## config.mk

```make
export PLATFORM = sky130hd
export DESIGN_NAME = t5_fetch
export DESIGN_NICKNAME = d
export VERILOG_FILES = /design/src/rtl/t5_fetch.sv
export SDC_FILE = /design/constraint.sdc
export NUM_CORES = 1
export LEC_CHECK = 0
export CAP_MARGIN = 20
export CORE_MARGIN = 2
export CORE_UTILIZATION = 30
export DETAILED_ROUTE_END_ITERATION = 8
export PLACE_DENSITY = 0.62
export SLEW_MARGIN = 20
export SYNTH_ARGS = -nofsm -noshare
export SYNTH_HDL_FRONTEND = slang
export SYNTH_SLANG_ARGS = --single-unit
```

## constraint.sdc

```tcl
create_clock -name sclk -period 3.34 [get_ports sclk]
set_input_delay 0.668 -clock sclk [delete_from_list [all_inputs] [get_ports sclk]]
set_output_delay 0.668 -clock sclk [all_outputs]
set_load 0.05 [all_outputs]
```

## src/rtl/t5_fetch.sv

```systemverilog
// Multi-hart instruction fetch unit: one PC per hart, round-robin issue of
// Wishbone classic fetches, per-hart PC redirect from the execute stage.
module t5_fetch #(
    parameter int          NHART    = 4,
    parameter int          HBITS    = 2,
    parameter logic [31:0] RESET_PC = 32'h0
) (
    input  logic             sclk,
    input  logic             srst_n,
    input  logic             sena,
    input  logic [NHART-1:0] hart_en,
    output logic [29:0]      iwb_adr,
    output logic             iwb_stb,
    output logic             iwb_wre,
    output logic [3:0]       iwb_sel,
    input  logic             iwb_ack,
    output logic [29:0]      fpc,
    output logic [HBITS-1:0] fhart,
    output logic             fvld,
    input  logic             xvld,
    input  logic [HBITS-1:0] xhart,
    input  logic [1:0]       xbra,
    input  logic [1:0]       xstb,
    input  logic [29:0]      xbpc,
    input  logic [29:0]      xpc,
    input  logic [31:0]      mtvec
);

    logic [29:0]      pc_q [NHART];
    logic [29:0]      pc_d [NHART];
    logic [NHART-1:0] pend_q, pend_d, elig;
    logic [HBITS-1:0] last_q, last_d;
    logic [HBITS-1:0] ihart_q, ihart_d;
    logic [HBITS-1:0] fhart_q, fhart_d;
    logic [HBITS-1:0] gnt, cand;
    logic [29:0]      adr_q, adr_d;
    logic [29:0]      fpc_q, fpc_d;
    logic [29:0]      redir_pc;
    logic             stb_q, stb_d;
    logic             fvld_q, fvld_d;
    logic             gnt_vld, bus_free, ack_fire;
    logic             unused_mtvec_lsbs;

    assign elig     = hart_en & ~pend_q;
    assign bus_free = ~stb_q | iwb_ack;
    assign ack_fire = stb_q & iwb_ack;

    // Walk offsets from farthest to nearest so the hart right after last_q wins.
    always_comb begin
        gnt_vld = 1'b0;
        gnt     = '0;
        cand    = '0;
        for (int k = NHART; k >= 1; k--) begin
            cand = last_q + HBITS'(k);
            if (elig[cand]) begin
                gnt_vld = 1'b1;
                gnt     = cand;
            end
        end
    end

    always_comb begin
        case ({xbra, &xstb})
            3'b110, 3'b001: redir_pc = mtvec[31:2];
            3'b100:         redir_pc = xbpc;
            default:        redir_pc = xpc;
        endcase
    end

    always_comb begin
        pc_d    = pc_q;
        pend_d  = pend_q;
        last_d  = last_q;
        adr_d   = adr_q;
        stb_d   = stb_q;
        ihart_d = ihart_q;
        fpc_d   = fpc_q;
        fhart_d = fhart_q;
        fvld_d  = fvld_q;
        if (sena) begin
            fvld_d = ack_fire;
            if (ack_fire) begin
                fpc_d   = adr_q;
                fhart_d = ihart_q;
            end
            if (bus_free) begin
                if (gnt_vld) begin
                    adr_d        = pc_q[gnt];
                    stb_d        = 1'b1;
                    ihart_d      = gnt;
                    pend_d[gnt]  = 1'b1;
                    last_d       = gnt;
                end else begin
                    stb_d = 1'b0;
                end
            end
            // Applied after the grant so a retire always clears pend.
            if (xvld) begin
                pend_d[xhart] = 1'b0;
                pc_d[xhart]   = redir_pc;
            end
        end
    end

    genvar gi;
    generate
        for (gi = 0; gi < NHART; gi++) begin : g_pc
            always_ff @(posedge sclk or negedge srst_n) begin
                if (!srst_n) pc_q[gi] <= RESET_PC[31:2];
                else         pc_q[gi] <= pc_d[gi];
            end
        end
    endgenerate

    always_ff @(posedge sclk or negedge srst_n) begin
        if (!srst_n) begin
            pend_q  <= '0;
            last_q  <= HBITS'(NHART - 1);
            adr_q   <= '0;
            stb_q   <= 1'b0;
            ihart_q <= '0;
            fpc_q   <= '0;
            fhart_q <= '0;
            fvld_q  <= 1'b0;
        end else begin
            pend_q  <= pend_d;
            last_q  <= last_d;
            adr_q   <= adr_d;
            stb_q   <= stb_d;
            ihart_q <= ihart_d;
            fpc_q   <= fpc_d;
            fhart_q <= fhart_d;
            fvld_q  <= fvld_d;
        end
    end

    assign iwb_adr = adr_q;
    assign iwb_stb = stb_q;
    assign iwb_wre = 1'b0;
    assign iwb_sel = 4'hF;
    assign fpc     = fpc_q;
    assign fhart   = fhart_q;
    assign fvld    = fvld_q;

    assign unused_mtvec_lsbs = &{1'b0, mtvec[1:0]};

endmodule

```

; ---- Word-level counts from Yosys, hierarchy flattened
; Cells that the tools add are included.
[totals]
ff_bits = 192
latchBits = 0
mem_bits_rw = 0
mem_bits_ro = 0
inputBits = 107
wordCells = 80
mem_count = 0
[classes]
addsub = 3
n_mul = 0
div_mod_pow = 0
order_cmp = 11
n_eq_ne = 3
shifts = 0
mux = 32
n_bitwise = 10
reduce_logical = 9
[op_table]
columns = operator, n
row1 = 120-bit bitwise mux, 1
row2 = 30-bit 2-to-1 mux, 3
row3 = 30-bit binary-select mux with 2-bit select, 1
row4 = 30-bit demux with 2-bit select, 1
row5 = 30-bit one-hot mux with 2 select lines, 1
row6 = "2-bit by 3-bit less-than comparator with 1-bit output, second input constant", 6
row7 = 4-bit 2-to-1 mux, 4
row8 = 1-bit 2-to-1 mux, 11
row9 = 4-bit AND, 2
row10 = 1-bit binary-select mux with 2-bit select, 4
row11 = 2-bit 2-to-1 mux, 4
row12 = 4-bit NOT, 2
row13 = 2-bit AND reduction, 4
row14 = "3-bit == test, second input constant", 2
row15 = "3-bit greater-or-equal comparator, second input constant", 2
row16 = 2-bit NOT with 3-bit output, 2
row17 = "2-bit adder, second input constant", 2
row18 = 1-bit demux with 2-bit select, 2
row19 = "2-bit by 1-bit greater-or-equal comparator with 1-bit output, second input constant", 2
row20 = 4-bit OR, 1
row21 = "3-bit by 1-bit == test with 1-bit output, second input constant", 1
row22 = 1-bit logical AND, 3
row23 = "3-bit by 1-bit less-than comparator with 1-bit output, second input constant", 1
row24 = 3-bit AND reduction, 1
row25 = other kinds (5), 5

; ---- Depth between registers and ports, before layout
[depth]
word_depth = 18
ltp_mapped = 8

; ---- Worst setup path after synthesis
; Ideal clock, no wire load.
[synth_path]
kind = input to register
startpoint = input port hart_en[0]
endpoint = register adr_q[11], in the netlist iwb_adr[11]
setup_time_ns = 0.126
t_arrival_ns = 1.882
required_time_ns = 3.214
slack_ns = 1.332
cell_stages = 7
n_path_buf = 1
cell_sequence = nor2b_2 -> o221ai_2 -> a22oi_4 -> buf_4 -> mux2_1 -> o22ai_1 -> a21oi_1
[synth_between]
elab_chain_cells = 11
word_cells_on_any_way = 22
[synth_rtl]
columns = item, line
row1 = start: declaration, 11  ; input logic [NHART-1:0] hart_en,
row2 = 4-bit AND (*), 44  ; assign elig = hart_en & ~pend_q;
row3 = 1-bit binary-select mux with 2-bit select, 55  ; if (elig[cand]) begin
row4 = 1-bit 2-to-1 mux (not written as such), 55
row5 = 2-bit 2-to-1 mux (4 in a row), 55
row6 = 2-bit NOT with 3-bit output (not written as such), 88  ; adr_d = pc_q[gnt];
row7 = 30-bit binary-select mux with 2-bit select, 88
row8 = 30-bit 2-to-1 mux (not written as such) (2 in a row), 88
row9 = end signal: assignment, 128  ; adr_q <= adr_d;
row10 = end: declaration, 36  ; logic [29:0] adr_q, adr_d;
; Every way passes the cells marked *; elsewhere a longest branch is shown, timed or not. The select of a mux whose other input is x is not followed.
; A chain may end at the register's enable or synchronous reset.

; ---- Worst setup path in the final report
[layout_path]
startpoint = input port xstb[0]
endpoint = register pc_q[34] in the netlist's numbering
[layout_between]
elab_chain_cells = 5
word_cells_on_any_way = 7
[layout_rtl]
columns = item, line
row1 = start: declaration, 23  ; input logic [1:0] xstb,
row2 = 2-bit AND reduction (*), 63  ; case ({xbra, &xstb})
row3 = 3-bit == test or 3-bit by 1-bit == test with 1-bit output (tied branches), 63
row4 = 2-bit OR reduction, 63
row5 = 30-bit one-hot mux with 2 select lines (*), 63
row6 = 120-bit bitwise mux (*), 100  ; pc_d[xhart] = redir_pc;
row7 = end signal: indexed assignment, 109  ; if (!srst_n) pc_q[gi] <= RESET_PC[31:2];
row8 = end signal: indexed assignment, 110  ; else pc_q[gi] <= pc_d[gi];
row9 = end: declaration, 29  ; logic [29:0] pc_q [NHART];
; Every way passes the cells marked *; elsewhere a longest branch is shown, timed or not.

==> impl.org <==
** Run status
- Result of the run :: completed

** Placement
- DP Wirelength :: approximately 14000 um
- Number of port buffers :: roughly 170
- The congestion estimate from routability-driven global placement came to 0.720.

** Detailed routing
- Vias :: around 6300
- In the routed layout, each cell is associated on average with a via count of between 4 and 5.
- In the final routed layout, each cell accounts on average for 16.1 um.
- Antenna violation net count after detailed routing :: 0
- In the routed design, unresolved DRC markers number 0.
- For this run, the detailed router's first-pass iteration total came to 5.
- The detailed router finished its first iteration with 295 violations.
- After detailed routing, the total wire length is 21400 um.

** Final layout
- Filler cell count :: 2718
- Once layout is complete, the utilization of the core stands at 0.404.
- Fraction of layout instances using a drive strength above 1 :: 0.120
- 0 antenna diodes ended up in the layout.
- The library cell used most frequently in the layout, excluding fill and tap cells, is sky130_fd_sc_hd__dfrtp_1.
- Compared with the post-synthesis result, the final layout area differs by 32.7%.
- Commonest cells after routing, fill and taps aside :: sky130_fd_sc_hd__dfrtp_1 (190), sky130_fd_sc_hd__clkdlybuf4s50_1 (167), sky130_fd_sc_hd__nand2_1 (96), sky130_fd_sc_hd__o21ai_0 (93), sky130_fd_sc_hd__a21oi_1 (81)
- In the final design database the tool counted about 1000 nets.

** Floorplanning
- In this run the horizontal extent of the chip is 172 um.
- In this run the standard cell core region covers 27700 um^2.
- After floorplanning, the core was divided into 61 placement rows.
- Initial Util :: 0.304
- Die Y :: 172 um
- # IOs :: 176
- Die Area :: 29500 um^2

** Timing
- Max-Slew Margin vs Limit :: 0.366
- Based on the critical path, the design can be clocked at up to 386 MHz.
- Transition time at the pin with the least slew margin :: 0.949 ns
- Setup Viol. Count Final :: 0
- Worst Skew :: 0.0103 ns
- Setup repair after global routing left no endpoint under its margin.
- The final number of max-transition violations came to 0.
- The number of endpoints with negative hold slack in the final report is 0.
- Sum of negative setup slack :: 0 ns
- Post-route fraction of the period consumed by the critical path :: 0.776
- The smallest clock period supported by the final layout is computed as around 2.6 ns.

** CTS
- Clock net sink count :: 192
- Clock Latency Late Sink :: 0.43 ns
- The number of gates resized after CTS was 0.
- Buffers inserted during post-CTS setup optimization :: 0
- After clock tree synthesis, the clock-pin slew on the worst setup and hold paths is 0.07 ns.
- The longest clock path from root to sink contains 2 buffers.
- Total clock buffers created by CTS :: 17
- TritonCTS clock tree :: built
- CTS root buf :: sky130_fd_sc_hd__clkbuf_16
- In this run the number of H-tree levels came out at 4.
- Hold repair after CTS inserted 0 buffers.

** Synth
- During synthesis, Yosys emitted a total of 0 warnings.
- The cell count after synthesis came out at between 700 and 800.
- Synthesis inferred 192 register bits.
- Cell area after technology mapping :: about 8400 um^2
- Number of distinct library cells after synthesis :: 38
- Sequential share of the synthesized area :: 0.570
- A synthesized cell averages 10.7 um^2.

** Global routing
- Entering global routing, the biggest net connects 80 pins.
- For this run the aggregate overflow at the end of global routing stands at 0.
- Total global routing track utilization :: 0.150
- The via count of the first global-routing pass is 6043.
- The first global-routing pass estimated 34000 um of wire.
- Antenna violations before repair :: 0

** Worst setup path
- Worst Setup End Kind :: flop
- By startpoint and endpoint, the worst setup path is classified as in2reg.
- Along the worst path, the maximum fanout reaches 30.
- Critical Path AT :: 2.93 ns
- Data on the critical path is required at its endpoint by 3.68 ns.
- The worst setup path is launched from a primary input.

** Power and ir drop
- Lkg Pwr :: 4.80 nW
- PD cells :: 940 nW/um^2
- Power Total :: 0.0105 W
- Worst IR Drop VDD :: 0.370 mV

** Hold path
- The tightest min-delay check is of the in2async type.

** Job
- Max-cap viol count :: 0
-- synth_stat cells --
cell type                  count  area share
sky130_fd_sc_hd__a21o_1       14       0.012
sky130_fd_sc_hd__clkbuf_1     39       0.017
sky130_fd_sc_hd__nand3_1       2      0.0012
sky130_fd_sc_hd__mux2i_1      30       0.036
sky130_fd_sc_hd__or3_1         1     0.00074
sky130_fd_sc_hd__conb_1        2     0.00089
sky130_fd_sc_hd__buf_6         2      0.0027
sky130_fd_sc_hd__a22o_1       30       0.031
sky130_fd_sc_hd__mux2_1       16       0.021
sky130_fd_sc_hd__nand2_1      99       0.044
sky130_fd_sc_hd__and3b_1       1      0.0010
sky130_fd_sc_hd__o22ai_1      17       0.013
sky130_fd_sc_hd__a31oi_2       1      0.0015
sky130_fd_sc_hd__inv_1         5      0.0022
sky130_fd_sc_hd__nand4_1       1     0.00074
sky130_fd_sc_hd__dfstp_2       2      0.0062
sky130_fd_sc_hd__o221ai_1      1      0.0010
sky130_fd_sc_hd__o21ai_0      93       0.055
sky130_fd_sc_hd__a21oi_1      81       0.048
sky130_fd_sc_hd__o311ai_2      1      0.0019
sky130_fd_sc_hd__dfrtp_1     190        0.56
sky130_fd_sc_hd__nor3_1       14      0.0083
sky130_fd_sc_hd__o21a_1        2      0.0018
sky130_fd_sc_hd__a22oi_4       1      0.0025
sky130_fd_sc_hd__o221ai_2      2      0.0036
sky130_fd_sc_hd__buf_1         2     0.00089
sky130_fd_sc_hd__buf_2        10      0.0059
sky130_fd_sc_hd__a211oi_2     12       0.018
sky130_fd_sc_hd__nor2b_1       4      0.0030
sky130_fd_sc_hd__a211oi_1     14       0.012
sky130_fd_sc_hd__nand2b_4      2      0.0033
sky130_fd_sc_hd__nor2b_2       1      0.0010
sky130_fd_sc_hd__o21ai_1       1     0.00059
sky130_fd_sc_hd__nor2_1       51       0.023
sky130_fd_sc_hd__a31oi_1       1     0.00074
sky130_fd_sc_hd__o21bai_1      2      0.0018
sky130_fd_sc_hd__mux2_2       32       0.043
sky130_fd_sc_hd__buf_4        10      0.0089
-- metal layers --
layer	GRT usage	wire length (um)	vias to the layer above
met5	0	0	-
met4	0.0394	222	0
met3	0.0308	861	14
met2	0.248	10300	138
met1	0.201	10000	3042
li1	-	-	3090
-- flip-flops by register name, summed over array words and instances, names as in the netlist --
name     cells
iwb_stb      1
iwb_adr     30
fpc         30
pc_q       120
pend_q       4
fhart        2
last_q       2
fvld         1
ihart_q      2
-- final cells by class --
class	instances	area, um^2	share of cell area
Sequential cell	192	4810	0.430
Timing Repair Buffer	188	1900	0.170
Clock inverter	13	174	0.0155
Tap cell	378	473	0.0423
Inverter	5	18.8	0.00168
Multi-Input combinational cell	532	3360	0.301
Clock buffer	19	453	0.0405
-- metrics by stage --
| stage | setup slack (ns) | cell area, um^2 | hold slack (ns) | instances |
|---|---|---|---|---|
| 6_report | 0.749 | 11200 | 0.171 | 1327 |
| 3_5_place_dp | 0.254 | 10600 | 0.463 | 1295 |
| 5_1_grt | 0.538 | 11200 | 0.193 | 1327 |
| 2_1_floorplan | 1.33 | 8440 | 0.372 | 792 |
| 4_1_cts | 0.709 | 11200 | 0.174 | 1327 |
| 3_3_place_gp | 0.280 | 10600 | 0.455 | 1295 |
-- power breakdown --
group | switching [W] | internal (W)
Clock | 0.000913 | 0.00124
Combinational | 0.00291 | 0.00188
Sequential | 0.000483 | 0.00309
Total | 0.00431 | 0.00621
-- worst paths after layout --
path                            depth (start not counted)          end       from  slack, ns
worst max-delay path                                    7     pc_q[34]    xstb[0]       0.75
worst min-delay path                                    1       fpc[3]     srst_n       0.17
worst max register to register                          6  iwb_adr[22]  pend_q[1]       1.03
worst min register to register                          2     pc_q[72]   pc_q[72]       0.48
max in group asynchronous                               2    last_q[0]     srst_n       2.34
min in group sclk                                       2     pc_q[72]   pc_q[72]       0.48
-- logic make-up after synthesis --
family | after synthesis | synth area share
other | 2 | 0.000891
DFF | 192 | 0.570
muxes | 78 | 0.0997
and+or+nand+nor | 176 | 0.0861
buffers and inverters | 68 | 0.0380
AOI/OAI and AO/OA | 273 | 0.205
-- worst max-delay path, cell delays in order --
cell and delay (ns):
sky130_fd_sc_hd__clkdlybuf4s50_1 0.45, sky130_fd_sc_hd__nand2_1 0.08, sky130_fd_sc_hd__nand3_1 0.09, sky130_fd_sc_hd__nand2_1 0.29, sky130_fd_sc_hd__nor2_4 0.78, sky130_fd_sc_hd__a21oi_1 0.33
sky130_fd_sc_hd__o21ai_0 0.22
No activity file was read; power rests on OpenSTA's default activity.
